File: config.mk
export PLATFORM = sky130hd
export DESIGN_NAME = nec_bus_ctrl
export DESIGN_NICKNAME = d
export VERILOG_FILES = /design/src/rtl/nec_bus_ctrl.sv
export SDC_FILE = /design/constraint.sdc
export NUM_CORES = 1
export LEC_CHECK = 0
export CAP_MARGIN = 10
export CORE_MARGIN = 4
export CORE_UTILIZATION = 34
export CTS_CLUSTER_DIAMETER = 60
export CTS_CLUSTER_SIZE = 10
export DETAILED_ROUTE_END_ITERATION = 8
export GPL_TIMING_DRIVEN = 0
export SLEW_MARGIN = 10
export SYNTH_ARGS = -nofsm -noshare
export SYNTH_HDL_FRONTEND = slang
export SYNTH_SLANG_ARGS = --single-unit
export TNS_END_PERCENT = 5
File: constraint.sdc
create_clock -name clk -period 2.6 [get_ports clk]
set_clock_uncertainty 0.2 [all_clocks]
set_input_delay 0.39 -clock clk [delete_from_list [all_inputs] [get_ports clk]]
set_output_delay 0.39 -clock clk [all_outputs]
set_load 0.03 [all_outputs]
File: src/rtl/nec_bus_ctrl.sv
// rtl/nec_bus_ctrl.sv - NEC V30 AD bus demux turning CPU bus cycles into memory/IO port requests
module nec_bus_ctrl #(
    parameter int          TIMEOUT_CYC = 256,
    parameter logic [15:0] READ_FILL   = 16'hFFFF
) (
    input  logic        clk,
    input  logic        reset_n,
    input  logic        cpu_rise,
    input  logic        cpu_fall,
    input  logic [19:0] nec_ad_in,
    output logic [15:0] nec_ad_out,
    output logic        nec_ad_dir,
    input  logic [2:0]  nec_bs,
    input  logic        nec_ube_n,
    output logic        nec_ready,
    output logic        req_valid,
    input  logic        req_ready,
    output logic [19:0] req_addr,
    output logic [1:0]  req_be,
    output logic        req_write,
    output logic        req_io,
    output logic        req_fetch,
    output logic [15:0] req_wdata,
    input  logic        rsp_valid,
    input  logic [15:0] rsp_rdata,
    output logic [15:0] timeout_cnt
);
    localparam int TW = $clog2(TIMEOUT_CYC + 1);
    localparam logic [2:0] BS_PASSIVE = 3'b111;

    typedef enum logic [2:0] {S_IDLE, S_T1, S_WDAT, S_REQ, S_RWAIT, S_DATA, S_DONE} state_t;

    state_t        state, state_nx;
    logic [2:0]    bs_q, bs_prev;
    logic [TW-1:0] tmo;
    logic          bs_inta, bs_halt, bs_wr, bs_rd, drives_bus;
    logic          tmo_hit, take_rsp, take_fill, tmo_evt;

    always_comb begin
        bs_inta    = (bs_q == 3'b000);
        bs_halt    = (bs_q == 3'b011);
        bs_wr      = (bs_q == 3'b010) || (bs_q == 3'b110);
        bs_rd      = (bs_q == 3'b001) || (bs_q == 3'b100) || (bs_q == 3'b101);
        drives_bus = bs_rd || bs_inta;
        tmo_hit    = (tmo == TW'(TIMEOUT_CYC - 1));
        req_valid  = (state == S_REQ);
    end

    always_ff @(posedge clk or negedge reset_n) begin
        if (!reset_n) state <= S_IDLE;
        else          state <= state_nx;
    end

    // Completion takes priority over a timeout landing in the same clk.
    always_comb begin
        state_nx  = state;
        take_rsp  = 1'b0;
        take_fill = 1'b0;
        tmo_evt   = 1'b0;
        case (state)
            S_IDLE: if (cpu_rise && nec_bs != BS_PASSIVE && bs_prev == BS_PASSIVE) state_nx = S_T1;
            S_T1: if (cpu_fall) begin
                if (bs_halt) begin
                    take_fill = 1'b1;
                    state_nx  = S_DONE;
                end else if (bs_inta) state_nx = S_DATA;
                else if (bs_wr)       state_nx = S_WDAT;
                else                  state_nx = S_REQ;
            end
            S_WDAT: if (cpu_rise) state_nx = S_REQ;
            S_REQ: begin
                if (req_ready) begin
                    if (bs_wr) state_nx = S_DONE;
                    else if (rsp_valid) begin
                        take_rsp = 1'b1;
                        state_nx = S_DONE;
                    end else state_nx = S_RWAIT;
                end else if (tmo_hit) begin
                    tmo_evt   = 1'b1;
                    take_fill = !bs_wr;
                    state_nx  = S_DONE;
                end
            end
            S_RWAIT: begin
                if (rsp_valid) begin
                    take_rsp = 1'b1;
                    state_nx = S_DONE;
                end else if (tmo_hit) begin
                    tmo_evt   = 1'b1;
                    take_fill = 1'b1;
                    state_nx  = S_DONE;
                end
            end
            S_DATA: begin
                take_fill = 1'b1;
                state_nx  = S_DONE;
            end
            S_DONE: if (cpu_rise && nec_bs == BS_PASSIVE) state_nx = S_IDLE;
            default: state_nx = S_IDLE;
        endcase
    end

    always_ff @(posedge clk or negedge reset_n) begin
        if (!reset_n) begin
            bs_q        <= BS_PASSIVE;
            bs_prev     <= BS_PASSIVE;
            tmo         <= '0;
            nec_ad_out  <= '0;
            nec_ad_dir  <= 1'b0;
            nec_ready   <= 1'b1;
            req_addr    <= '0;
            req_be      <= '0;
            req_write   <= 1'b0;
            req_io      <= 1'b0;
            req_fetch   <= 1'b0;
            req_wdata   <= '0;
            timeout_cnt <= '0;
        end else begin
            if (cpu_rise) bs_prev <= nec_bs;
            if (state == S_IDLE && state_nx == S_T1) begin
                bs_q      <= nec_bs;
                nec_ready <= (nec_bs == 3'b011);
            end
            if (state == S_T1 && cpu_fall) begin
                req_addr  <= nec_ad_in;
                req_be    <= {~nec_ube_n, ~nec_ad_in[0]};
                req_write <= bs_wr;
                req_io    <= (bs_q == 3'b001) || (bs_q == 3'b010);
                req_fetch <= (bs_q == 3'b100);
            end
            if (state == S_WDAT && cpu_rise) req_wdata <= nec_ad_in[15:0];
            if (take_rsp)       nec_ad_out <= rsp_rdata;
            else if (take_fill) nec_ad_out <= READ_FILL;
            if (state != S_DONE && state_nx == S_DONE) nec_ready <= 1'b1;
            if (state != S_REQ && state_nx == S_REQ)         tmo <= '0;
            else if (state == S_REQ || state == S_RWAIT)     tmo <= tmo + 1'b1;
            if (tmo_evt && timeout_cnt != 16'hFFFF) timeout_cnt <= timeout_cnt + 16'd1;
            // The CPU releases AD at T2, so the bus is only driven from the rise after T1.
            if (state == S_DONE && cpu_rise && nec_bs == BS_PASSIVE) nec_ad_dir <= 1'b0;
            else if (cpu_rise && drives_bus &&
                     (state == S_REQ || state == S_RWAIT || state == S_DATA || state == S_DONE))
                nec_ad_dir <= 1'b1;
        end
    end
endmodule

Word level (Yosys, flattened, before mapping):

Cells that the tools add are included.
Widths: inputs -> output; s select.

* shift-type cells: 0
* muxes and demuxes: 34
* $add $sub $neg: 2
* equal/unequal tests: 23
* div/mod/pow operators: 0
* multiply operators: 0
* reduce and logical (&&, ||, !) cells: 28
* bitwise gates (word level): 2
* $lt $le $gt $ge: 0

Operators by type and width (number)
* $mux 16: 2
* $eq 3x3->1 const B: 9
* $mux 3: 9
* $pmux 3 s7: 1
* $eq 3x2->1 const B: 6
* $mux 9: 2
* $add 16x1->16 const B: 1
* $ne 16x16->1 const B: 1
* $mux 1: 15
* $logic_and 1x1->1: 13
* $add 9x1->9 const B: 1
* $eq 3x1->1 const B: 3
* $eq 9x8->1 const B: 1
* $logic_or 1x1->1: 8
* $reduce_bool 2->1: 4
* $logic_not 3->1: 2
* $ne 3x3->1 const B: 2
* $mux 2: 2
* $pmux 1 s2: 2
* $pmux 1 s4: 1
* $ne 3x2->1 const B: 1
* $not 1->1: 2
* $logic_not 1->1: 1

* bits in writable memories: 0
* input bits: 46
* bits in latches: 0
* ROM bits: 0
* bits in registers: 93
* word-level logic and storage cells: 103
* output and inout bits: 76
* memories: 0

Logic depth before layout (Yosys ltp):

* depth after elaboration: 11
* depth in mapped cells: 10
* depth with buffers taken out: 9

Worst setup path before layout:

Ideal clock, no wire load.

* kind: reg-to-reg
* start point: reg tmo[0]
* end point: reg timeout_cnt[1]
* stages on the path, launching flop included: 8
* clock period less this slack: 2117 ps
* path buffers: 0
* setup time: 125 ps
* setup slack: 483 ps
* arrival time: 1792 ps
* data required time: 2275 ps
* path through: dfrtp_1 -> ha_1 -> nand3_1 -> nor2_1 -> ha_1 -> o21ai_2 -> a41oi_1 -> mux2_2

* word-level cells in the longest chain between the ends: 5
* elaborated cells between the ends (all ways): 6
* those cells by class: eq/ne (1); mux (4); reduce/logical (1)

Ends and longest elaborated chain
* start: declaration: line 35 `logic [TW-1:0] tmo;`
* start signal: assignment: line 136 `else if (state == S_REQ || state == S_RWAIT) tmo <= tmo + 1'b1;`
* $eq 9x8->1 (*): line 45 `tmo_hit = (tmo == TW'(TIMEOUT_CYC - 1));`
* $mux 1 (*): line 78, 88
* $mux 1, on equally long branches: line 85, 72
* $pmux 1 s2 (*): line 60 `case (state)`
* $logic_and 1x1->1 (*): line 137 `if (tmo_evt && timeout_cnt != 16'hFFFF) timeout_cnt <= timeout_cnt + 16'd1;`
* end signal: assignment: line 137
* end: declaration: line 26 `output logic [15:0] timeout_cnt`

Mark *: on every way between the ends. The rest lies on a longest branch, timed or not.
A chain may end at the register's enable or synchronous reset.

Worst setup path in the final report:

* start point: reg state[1]
* end point: out req_valid

* word-level cells in the longest chain between the ends: 1

Ends and longest elaborated chain
* start: declaration: line 33 `state_t state, state_nx;`
* start signal: assignment: line 51 `else state <= state_nx;`
* $eq 3x2->1: line 46 `req_valid = (state == S_REQ);`
* end: declaration: line 16 `output logic req_valid,`

No other way between the ends.

==> impl_metrics.tcl <==
set metrics [dict create \
    gp_congestion 0.8325 \
    final_common_cell "clkdlybuf4s50_1" \
    clk_root_buffer_cell "clkbuf_16" \
    finalNetCount 545 \
    setup.worst_path.class "reg -> out" \
    insertion_delay_ns 0.34 \
    grt_pass1_wl_microns 15340 \
    coreArea_sq_um 11520 \
    yosys_warnings 0 \
    cpMaxStageDelayCell "clkdlybuf4s50_1" \
    finalHoldViolations 0 \
    preCtsSetupSlack_ns -0.1356 \
    io_pins 122 \
    synth-edff-count 0 \
    synth_largest_area_cell "dfrtp_1" \
    grt-ovfl-total 0 \
    grt_max_degree 63 \
    outcome "complete, no violations" \
    total_power_uw 6677 \
    synth_area_leaders "dfrtp_1, nand2_1, mux2_2" \
    synth_seq_area_share_pct 58.05 \
    final_cell_mix "clkdlybuf4s50_1, dfrtp_1, nand2_1" \
    stdcell_count 643 \
    wl_microns 9673 \
    die_h_microns 116.8 \
    layout-drive-gt1-share_pct 13.00 \
    yosysTopAreaCellShare_pct 53.48 \
    slew_headroom_pct 61.51 \
    firstDrtPassIters 4 \
    rows 39 \
    diodes 0 \
    drc_errors 0 \
    dp.cells 627 \
    worst_pin_slew_ns 0.5698 \
    syn_inst 362 \
    grt_pass1_vias 3101 \
    power-per-cell-area_nw_per_um2 1160 \
    max_stage_delay_ns 0.70 \
    synth_async_sr_flop_share_pct 100.0 \
    n_fill_cell 1072 \
    setup-violations-final 0 \
    cp_cell_sequence "and3b_1 -> clkdlybuf4s50_1" \
    setup_slack_ns 0.1559 \
    min_period_over_period_pct 94.01 \
    start_util_pct 34.94 \
    worstPathRequired_ns 2.01 \
    p_leak_uw 0.002477 \
    timing.max_cap.violations 0 \
    r2r_cells 7 \
    antenna_found_initial 0 \
    clock-sinks 93 \
    startpoint_type "flip-flop" \
    slew_viol_final 0 \
    drt_first_iter_violations 88 \
    hold-worst-slack_ns 0.2736 \
    die_area_sq_um 13640 \
    worst_setup_path_end_kind "output port" \
    max_freq_mhz 409.1 \
    worstPathArrival_ns 1.85 \
    syn_nets 411 \
    min_period_ns 2.444 \
    vias 3132 \
    dpl.hpwl_microns 7135 \
    rsz0062_at_grt "no" \
    synthFlopType "dfrtp_1" \
    clockBufferDepth 2 \
    route.detailed.wl_per_inst_microns 15.04 \
    portBuffers 121 \
    via_per_inst 4.871 \
    syn2layout_area_growth_pct 43.10 \
    synth_cell_types 46 \
    path_max_fanout 7 \
    clk_pin_slew_ns 0.06 \
    ir_drop_mv 0.4821 \
    whs_path_depth 2 \
    drtAntennaViolNets 0 \
    r2r_slack_ns 0.21 \
    track_usage_pct 14.37 \
    die_w_microns 116.8 \
    synthesis.area_sq_um 4024 \
    seqCellArea_sq_um 2336 \
    cts_tree "done" \
    cts_max_level 3 \
    hold_path.class "reg -> reg" \
    avgSynthCellArea_sq_um 11.12 \
    numCtsBuffers 9 \
    multiInputGateArea_sq_um 1589 \
    post-route-util_pct 50.00 \
    ys_ff_latch 93 \
]
[metrics by stage]
stage / area [sq um] / TNS [ns]
after global routing: 5758 / 0
after CTS: 5757 / 0
final: 5758 / 0
after floorplan: 4024 / 0
after global placement: 5414 / -228.46
after detailed placement: 5439 / -1.534
[cell usage after synthesis (all sizes together), types with 2 or more instances]
cell type  number
nor2           15
dfstp           7
xnor2          14
nor2b           2
o31ai           3
xor2            8
nor4bb          2
ha              3
nand4          10
inv             6
dfrtp          86
a21oi          15
and3            6
o21ai          11
nand2b          3
buf             9
and4            4
nor3            2
nand2          80
o22a           16
nand3           7
nor3b           5
mux2           22
clkbuf          7
o2111ai         3
[sequential cells by signal, indices dropped and copies added (netlist names)]
register     flops
timeout_cnt     16
req_write        1
req_wdata       16
bs_q             3
req_be           2
nec_ad_dir       1
nec_ready        1
state            3
req_fetch        1
bs_prev          3
req_addr        20
tmo              9
nec_ad_out      16
req_io           1
[repair_timing]
item	4_1_cts	5_1_grt
resized for setup	0	2
hold endpoints to repair	31	0
endpoints found under the setup margin	0	9
setup buffers	0	0
hold buffers	1	0
[routing by layer]
metal	routed length (microns)	vias to the layer above	GRT usage (%)
li1	-	1537	-
met1	4421	1500	19.20
met2	4530	83	22.72
met3	562	12	3.496
met4	158	0	5.505
met5	0	-	0
[critical path, delay by kind of cell, from the launching register on]
kind,cells,cell delay [ns]
and+or+nand+nor,1,0.30
buffers and inverters,1,0.70
DFF,1,0.51
[where the power goes]
part / leakage [uW] / switching (uW) / internal [uW]
Sequential: 0.00112 / 323 / 2000
Combinational: 0.00120 / 1690 / 1310
Clock: 0.000149 / 558 / 799
[worst paths after layout]
| path | to | startpoint |
|---|---|---|
| min reg2reg | req_addr[19]$_DFFE_PN0P_ | req_addr[19]$_DFFE_PN0P_ |
| max reg2reg | timeout_cnt[1]$_DFFE_PN0P_ | tmo[0]$_DFFE_PN0P_ |
| max | req_valid | state[1]$_DFF_PN0_ |
| min in group asynchronous | req_addr[2]$_DFFE_PN0P_ | reset_n |
| min | req_addr[19]$_DFFE_PN0P_ | req_addr[19]$_DFFE_PN0P_ |
| max in group asynchronous | bs_prev[2]$_DFFE_PN1P_ | reset_n |
[final cells by class]
| cell class | instances | share of cell area (%) |
|---|---|---|
| tap | 143 | 3.107 |
| sequential | 93 | 40.57 |
| inverter | 6 | 0.3911 |
| timing repair buffer | 123 | 21.64 |
| clock buffer | 11 | 4.389 |
| clock inverter | 4 | 0.9561 |
| buffer | 16 | 1.347 |
| multi-input combinational | 247 | 27.60 |
[cell families after synthesis]
group,synth area share (%)
buffers and inverters,2.456
muxes,6.406
xor gates and xnor gates,4.789
adders and majority gates,0.9329
AOI/OAI and AO/OA,9.546
DFF,58.05
and+or+nand+nor,17.82
Power figures use the tool's default switching activity.
